$ cat config.mk
export PLATFORM = sky130hd
export DESIGN_NAME = risc_int_ctrl
export DESIGN_NICKNAME = d
export VERILOG_FILES = /design/src/rtl/risc_int_pkg.sv /design/src/rtl/risc_int_ctrl_prio_enc.sv /design/src/rtl/risc_int_ctrl.sv
export SDC_FILE = /design/constraint.sdc
export NUM_CORES = 1
export LEC_CHECK = 0
export BUFFER_PORTS_ARGS = -buffer_cell sky130_fd_sc_hd__buf_2
export CAP_MARGIN = 0
export CORE_AREA = 2 2 59 61
export CTS_CLUSTER_DIAMETER = 100
export DETAILED_ROUTE_END_ITERATION = 10
export DIE_AREA = 0 0 61 63
export PLACE_DENSITY = 0.73
export SYNTH_ARGS = -nofsm -noshare
export SYNTH_HDL_FRONTEND = slang
export SYNTH_HIERARCHICAL = 1
export SYNTH_SLANG_ARGS = --single-unit
$ cat constraint.sdc
create_clock -name clk -period 1.5 [get_ports clk]
set_input_delay 0.45 -clock clk [delete_from_list [all_inputs] [get_ports clk]]
set_output_delay 0.45 -clock clk [all_outputs]
set_load 0.02 [all_outputs]
$ cat src/rtl/risc_int_pkg.sv
// Shared types and constants for the risc_int_ctrl interrupt controller.
package risc_int_pkg;

    typedef enum logic [2:0] {
        IDLE  = 3'd0,
        PEND  = 3'd1,
        SERV  = 3'd2,
        PEND2 = 3'd3,
        SERV2 = 3'd4
    } int_state_e;

    localparam int          DEF_N_SRC    = 4;
    localparam logic [31:0] DEF_BASE_VEC = 32'h0000_0100;
    localparam int          VEC_STRIDE   = 4;

    // Byte offset of a source's handler from the base vector.
    function automatic logic [31:0] vec_offset(input logic [2:0] id);
        return 32'(VEC_STRIDE) * {29'b0, id};
    endfunction

endpackage

$ cat src/rtl/risc_int_ctrl_prio_enc.sv
// int_prio_enc: combinational lowest-index-first priority encoder.
module int_prio_enc #(
    parameter int N = 4
) (
    input  logic [N-1:0] req,
    output logic         valid,
    output logic [2:0]   id
);

    always_comb begin
        valid = |req;
        id    = '0;
        // Scan downward so the lowest set index is the one left standing.
        for (int i = N - 1; i >= 0; i--) begin
            if (req[i]) id = 3'(i);
        end
    end

endmodule

$ cat src/rtl/risc_int_ctrl.sv
// risc_int_ctrl: edge-detecting, masked, fixed-priority interrupt controller.
// Define RISC_INT_NEST_EN to allow one level of preemption of an in-service handler.
module risc_int_ctrl
    import risc_int_pkg::*;
#(
    parameter int               N_SRC    = DEF_N_SRC,
    parameter int               VEC_W    = 32,
    parameter logic [VEC_W-1:0] BASE_VEC = VEC_W'(DEF_BASE_VEC)
) (
    input  logic             clk,
    input  logic             rst,
    input  logic [N_SRC-1:0] src,
    input  logic             mask_we,
    input  logic [N_SRC-1:0] mask_wdata,
    input  logic             ack,
    input  logic             iret,
    output logic             irq,
    output logic [VEC_W-1:0] vec,
    output logic [2:0]       isr_id,
    output logic             busy,
    output logic [N_SRC-1:0] pend,
    output logic [2:0]       dbg_state
);

    // Handshake: irq/vec/isr_id are held until the core samples ack=1 while a
    // request is presented; the core then pulses iret once when its handler is
    // done. ack without a presented request and iret without a handler in
    // service are ignored.

    int_state_e       state, state_n;
    logic [N_SRC-1:0] src_q;
    logic [N_SRC-1:0] mask;
    logic [2:0]       saved_id;

    logic [N_SRC-1:0] rises;
    logic [N_SRC-1:0] eligible;
    logic [N_SRC-1:0] clr;
    logic             enc_valid;
    logic [2:0]       enc_id;

    logic present;
    logic accept;
    logic finish;
    logic restore;

    assign rises     = src & ~src_q;
    assign eligible  = pend & ~mask;
    assign clr       = accept ? (N_SRC'(1) << isr_id) : '0;
    assign dbg_state = state;

    int_prio_enc #(.N(N_SRC)) u_enc (
        .req   (eligible),
        .valid (enc_valid),
        .id    (enc_id)
    );

    always_ff @(posedge clk) begin
        if (!rst) state <= IDLE;
        else      state <= state_n;
    end

    always_comb begin
        state_n = state;
        present = 1'b0;
        accept  = 1'b0;
        finish  = 1'b0;
        restore = 1'b0;
        case (state)
            IDLE: begin
                if (enc_valid) begin
                    present = 1'b1;
                    state_n = PEND;
                end
            end
            PEND: begin
                if (ack) begin
                    accept  = 1'b1;
                    state_n = SERV;
                end
            end
            SERV: begin
                if (iret) begin
                    finish  = 1'b1;
                    state_n = IDLE;
                end
`ifdef RISC_INT_NEST_EN
                else if (enc_valid && (enc_id < isr_id)) begin
                    present = 1'b1;
                    state_n = PEND2;
                end
`endif
            end
            PEND2: begin
                if (ack) begin
                    accept  = 1'b1;
                    state_n = SERV2;
                end
            end
            SERV2: begin
                if (iret) begin
                    restore = 1'b1;
                    state_n = SERV;
                end
            end
            default: state_n = IDLE;
        endcase
    end

    always_ff @(posedge clk) begin
        if (!rst) begin
            src_q    <= '0;
            mask     <= '0;
            pend     <= '0;
            irq      <= 1'b0;
            vec      <= '0;
            isr_id   <= '0;
            busy     <= 1'b0;
            saved_id <= '0;
        end else begin
            src_q <= src;
            if (mask_we) mask <= mask_wdata;
            // A new edge on the source being acknowledged keeps it pending.
            pend <= (pend & ~clr) | rises;
            if (present) begin
                irq    <= 1'b1;
                vec    <= BASE_VEC + VEC_W'(vec_offset(enc_id));
                isr_id <= enc_id;
                if (state == SERV) saved_id <= isr_id;
            end
            if (accept) begin
                irq  <= 1'b0;
                busy <= 1'b1;
            end
            if (finish)  busy   <= 1'b0;
            if (restore) isr_id <= saved_id;
        end
    end

endmodule
==> impl_metrics.yaml, run 1 <==
run_status:
  outcome: "completed"
setup_path:
  worstSetupPathType: "reg -> reg"
  end_kind: "register"
  worstPathRequired_ns: 1.73
  path_max_fanout: 7
  startpoint: "pend[0]"
  worst-endpoint-arrival_ns: 1.70
  startpoint_type: "register"
  r2r-start: "pend[0]"
synth:
  synth_ff_type: "dfxtp_1"
  ys_types: 32
  synth_seq_cells: 27
  synth_area_per_cell_um2: 8.75
  syn_inst: 148
  synth_seq_area_share_pct: 41.7
  synth_edf_count: 0
  syn_area_mm2: 0.00129
  synth_warnings: 6
  async_reset_ff_share_pct: 0
final_layout:
  drive_gt1_share_pct: 30.7
  nets: 190
  area_growth_pct: 12.3
  diodes: 0
  fillers: 337
  finalInstanceArea_mm2: 0.00145
place:
  port_buffers: 28
  dp_hpwl_mm: 1.70
  dpl_cell_area_mm2: 0.00138
  gp_congestion: 0.753
grt:
  antenna_found_initial: 0
  grt_pass1_wl_mm: 3.42
  met3_usage_pct: 3.73
  grt_pass1_vias: 778
  grt_use_total_pct: 11.5
  grt_busiest_layer: "met2"
  use_met2_pct: 17.3
  grt_remaining_overflow: 0
  use_met1_pct: 15.6
  grt_max_degree: 17
clock_tree:
  tritoncts: "yes"
  htree_levels: 1
  clock_tree.root_cell: "clkbuf_4"
  hold_buffers: 0
  cts_buffers: 3
  numClockSinks: 27
  clockBufferDepth: 2
  insertion_delay_ns: 0.33
  clkTransAtPathRegs_ns: 0.15
timing:
  setup_viol: 0
  setup_tns_ns: 0
  finalHoldViolCount: 0
  finClkSkew_ns: 0.000607
  finalCritPeriodShare_pct: 98.1
  rsz0062_at_grt: "yes"
  finalMaxSlewViolations: 0
  max_freq_ghz: 0.680
  layout_min_cycle_time_ns: 1.47
min_path:
  hold_path.class: "in -> reg"
  hold_start: "src[2]"
routing:
  drtAntennaViolNets: 0
  via_per_inst: 4.33
  vias: 961
  drt_first_iter_violations: 21
  wl_per_cell_um: 10.0
  drt_first_pass_iters: 4
  wirelength_mm: 2.22
  drc_errors: 0
job:
  maxCapViolCount: 0
power_and_ir_drop:
  p_leak_uw: 0.000697
  vdd_drop_max_uv: 529
  power_density_mw_per_mm2: 1080
  total_power_uw: 1570
floorplanning:
  fp.dieW_um: 61
  core_area_mm2: 0.00323
  rows: 21
  start_util_pct: 40.1
  dieHeight_um: 63
  fp.dieArea_mm2: 0.00384
  ios: 57
-- registers in the layout (all words and copies together) (netlist names) --
register   flops
dbg_state      3
src_q          4
mask           4
pend           4
irq            1
isr_id         3
vec            4
saved_id       3
busy           1
-- metal layers --
layer | up-vias | wire length [µm]
li1 | 487 | -
met4 | 0 | 22
met3 | 4 | 126
met2 | 34 | 1010
met1 | 436 | 1060
met5 | - | 0
-- layout by cell type, fill, tap and decap left out, drive strengths merged, types with 4 or more instances in the layout --
cell type,synthesis,routed
a21oi,7,7
a31oi,4,4
buf,33,33
conb,2,29
dfxtp,27,27
inv,8,8
mux2i,5,5
nand2,15,15
nor2,12,12
nor2b,4,4
nor3,4,4
-- kinds of logic after synthesis --
family	synth area share, %
AO/OA/AOI/OAI	8.60
buffers and inverters	22.5
flip-flops	41.7
multiplexers	3.86
other	0.580
AND/OR/NAND/NOR	22.7
-- critical path: stages, from the launching register on --
cell and delay (ns):
dfxtp_4 0.38, nor2b_4 0.15, nor2_1 0.05, nand2_1 0.08, or4b_4 0.53, nand3_1 0.11, a31oi_1 0.08
-- per-stage QoR --
stage / setup WS, ns / hold WS, ns / instances / util (%)
2_1_floorplan: 0.000352 / 0.379 / 175 / -
3_3_place_gp: 0.0452 / 0.386 / 216 / 42.5
3_5_place_dp: 0.0289 / 0.393 / 216 / 42.5
4_1_cts: 0.00222 / 0.309 / 221 / 43.9
5_1_grt: -0.0397 / 0.322 / 222 / 45.0
6_report: 0.0285 / 0.314 / 222 / 45.0
-- cells in the mapped netlist (4+ instances only) --
cell / count / area [µm²]
dfxtp_1: 27 / 541
nor3_1: 4 / 20.0
buf_4: 29 / 218
nor2_1: 12 / 45.0
nor2b_1: 4 / 25.0
mux2i_1: 5 / 50.1
a21oi_1: 6 / 30.0
a31oi_1: 4 / 25.0
nand2_1: 15 / 56.3
inv_1: 7 / 26.3
-- area by class of cell --
cell class	instances	area, µm²	area share [%]
inverters	8	30.0	2.07
clock inverters	1	7.51	0.516
well taps	46	57.6	3.96
repair buffers	33	178	12.2
clock buffers	3	22.5	1.55
flip-flops and latches	27	554	38.1
multi-input cells	104	604	41.6
-- power breakdown --
group	leakage [µW]	switching, µW	internal (µW)
Clock	0.0000139	221	102
Sequential	0.000225	53.7	782
Combinational	0.000458	255	153
Total	0.000697	530	1040
-- final timing paths --
check | endpoint | slack, ns | depth (start not counted)
setup / recovery | isr_id[1] | 0.03 | 6
hold / removal | src_q[2] | 0.31 | 3
setup reg to reg | isr_id[1] | 0.03 | 6
hold reg to reg | pend[2] | 0.41 | 1
-- repair_timing --
| action | 4_1_cts | 5_1_grt |
|---|---|---|
| setup endpoints to repair | 4 | 8 |
| gates cloned | 0 | 0 |
| resized for setup | 4 | 6 |
| buffers inserted | 1 | 1 |
| pin swaps | 0 | 5 |
No activity file was read; power rests on OpenSTA's default activity.
==> inputs of run 2 (changes only) <==
Settings changed: CORE_AREA 2 2 59 61 to 2 2 60 62, DIE_AREA 0 0 61 63 to 0 0 62 64, PLACE_DENSITY 0.73 to 0.72, SYNTH_HIERARCHICAL 1 to default, TNS_END_PERCENT from default to 1.
==> run 2 against run 1 <==
Compared with the run above: first-iteration DRC count up 9.5%; sequential power is 4.8% lower; via count down 1.0%; sequential cell count fell by 1; count of clock-buffer cells in the layout stayed put; non-clock buffer count up 1; register-to-register slack better by 0.10 ns; area after synthesis is 2.0% higher; clock skew rose by 0.0072 ns; total power grew 10%; critical path type is now reg -> out; largest cell class unchanged; largest power group unchanged.
==> impl_metrics.yaml, run 2 <==
run_status:
  outcome: "completed"
synth:
  synth_common_cells: "buf_4 (29), dfxtp_1 (26), nand2_1 (12)"
  synth.most_common_cell: "buf_4"
  synth_seq_area_share_pct: 39.4
  syn_inst: 144
  synth_area_leader_cell: "dfxtp_1"
  async_reset_ff_share_pct: 0
  yosys-top-cells-area: "dfxtp_1 (39%), buf_4 (16%), nand2b_1 (4.7%), mux2i_1 (4.5%), nand2_1 (3.4%)"
  synth_seq_cells: 26
  synth_area_per_cell_um2: 9.18
  synth_edf_count: 0
  syn_area_mm2: 0.00132
  synth_ff_type: "dfxtp_1"
  yosysTopAreaCellShare_pct: 39.4
  ys_types: 32
  synth_warnings: 0
setup_path:
  cp_num_cells: 2
  path_max_fanout: 6
  end_kind: "primary output"
  worstPathCellList: "buf_4 > buf_4"
  worst-endpoint-arrival_ns: 1.01
  cp_num_buf_inv: 2
  startpoint_type: "register"
  worst_path_largest_cell_delay_ns: 0.39
  crit_top_cell: "buf_4"
  worstSetupPathType: "reg -> out"
  worstRegToRegCells: 3
  cpLargestDelayFamily: "flip-flops"
  slowest_stage: "dfxtp_4"
  ff2ff_setup_slack_ns: 0.13
  worstPathRequired_ns: 1.05
timing:
  finalCritPeriodShare_pct: 97.1
  max_freq_ghz: 0.687
  rsz0062_at_grt: "no"
  finalHoldViolCount: 0
  setup_tns_ns: 0
  finClkSkew_ns: 0.00778
  layout_min_cycle_time_ns: 1.46
  finalMaxSlewViolations: 0
  timing.final.ws_setup_ns: 0.0440
  setup_viol: 0
power_and_ir_drop:
  total_power_uw: 1730
  vdd_drop_max_uv: 537
  power_density_mw_per_mm2: 1160
  p_leak_uw: 0.000714
final_layout:
  utilization_pct: 45.3
  reg.largest.list: "mask: 4 flops, pend: 4 flops, src_q: 4 flops"
  layout_common_cells: "conb_1 (29), buf_2 (26), dfxtp_1 (23), nand2_1 (12), nand2b_1 (10)"
  layout.cells.non_filler: 222
  nets: 190
  area_growth_pct: 12.7
  mostFrequentLayoutCell: "conb_1"
  drive_gt1_share_pct: 26.7
  diodes: 0
grt:
  grt_max_degree: 16
  grt_use_total_pct: 11.9
  grt_remaining_overflow: 0
  grt_pass1_vias: 790
  antenna_found_initial: 0
  grt_pass1_wl_mm: 3.64
routing:
  top_layer: "met4"
  wl_met3_um: 152
  drtAntennaViolNets: 0
  drt_first_pass_iters: 4
  via_per_inst: 4.28
  vias: 951
  drt_first_iter_violations: 23
  wl_met2_mm: 1.08
  drc_errors: 0
  wirelength_mm: 2.32
  wl_per_cell_um: 10.5
  met1Wirelength_mm: 1.07
clock_tree:
  hold_buffers: 0
  insertion_delay_ns: 0.32
  tritoncts: "yes"
  htree_levels: 1
  clockBufferDepth: 2
  clkTransAtPathRegs_ns: 0.15
  cts_buffers: 3
  numClockSinks: 26
  clock_tree.root_cell: "clkbuf_4"
min_path:
  holdPathStages: 2
  hold_path.class: "in -> reg"
place:
  port_buffers: 27
  gp_congestion: 0.783
  dp_hpwl_mm: 1.76
  placed_cells: 217
  place_ws_ns: 0.125
job:
  maxCapViolCount: 0
floorplanning:
  core_area_mm2: 0.00328
  ios: 57
  dieHeight_um: 64
  start_util_pct: 40.2
  fp.dieArea_mm2: 0.00397
  fp.dieW_um: 62
  rows: 21
## run 2: changes by cell type after synthesis, moves of 4 or more
cell and change:
a21boi_0 +5, a21oi_1 -4, and2_1 +4, nor3_1 -4, o21ai_0 +6, nand2b_1 +9, inv_1 -7, nor2_1 -9
## run 2: metal layers
metal | track usage (%) | up-vias
met5 | 0 | -
met4 | 3.99 | 0
met3 | 2.63 | 2
met2 | 17.1 | 35
met1 | 17.1 | 423
li1 | - | 491
## run 2: final cells by class
type                            count  area [µm²]
Sequential cell                    26         527
Clock buffer                        3        22.5
Multi-Input combinational cell    112         662
Timing Repair Buffer               34         190
Clock inverter                      1        30.0
Tap cell                           46        57.6
Fill cell                         336        1800
## run 2: what timing repair did
item | CTS | global route
gates resized for setup | 1 | 4
cloned | 0 | 0
setup endpoints to repair | 1 | 3
buffers inserted | 0 | 1
## run 2: logic make-up after synthesis
family | count (synthesis) | share of synthesized area (%)
AND/OR/NAND/NOR | 51 | 22.3
AO/OA/AOI/OAI | 24 | 13.7
other | 1 | 0.284
flip-flops | 26 | 39.4
XOR/XNOR | 2 | 1.33
buffers and inverters | 34 | 18.5
multiplexers | 6 | 4.55
## run 2: power breakdown
part | internal, µW | leakage, µW | total (µW) | switching (µW)
logic | 179 | 0.000471 | 452 | 273
registers | 749 | 0.000216 | 795 | 46.0
clock network | 270 | 0.0000279 | 480 | 210
## run 2: worst paths after layout
path | endpoint | startpoint
setup / recovery | dbg_state[2] | dbg_state[2]
hold / removal | src_q[2] | src[2]
setup reg to reg | vec[3] | dbg_state[0]
hold reg to reg | isr_id[2] | saved_id[2]
## run 2: through the flow
step / area (µm²) / hold WS, ns
6_report: 1490 / 0.331
5_1_grt: 1490 / 0.310
2_1_floorplan: 1430 / 0.424
3_3_place_gp: 1420 / 0.439
4_1_cts: 1470 / 0.330
3_5_place_dp: 1420 / 0.439
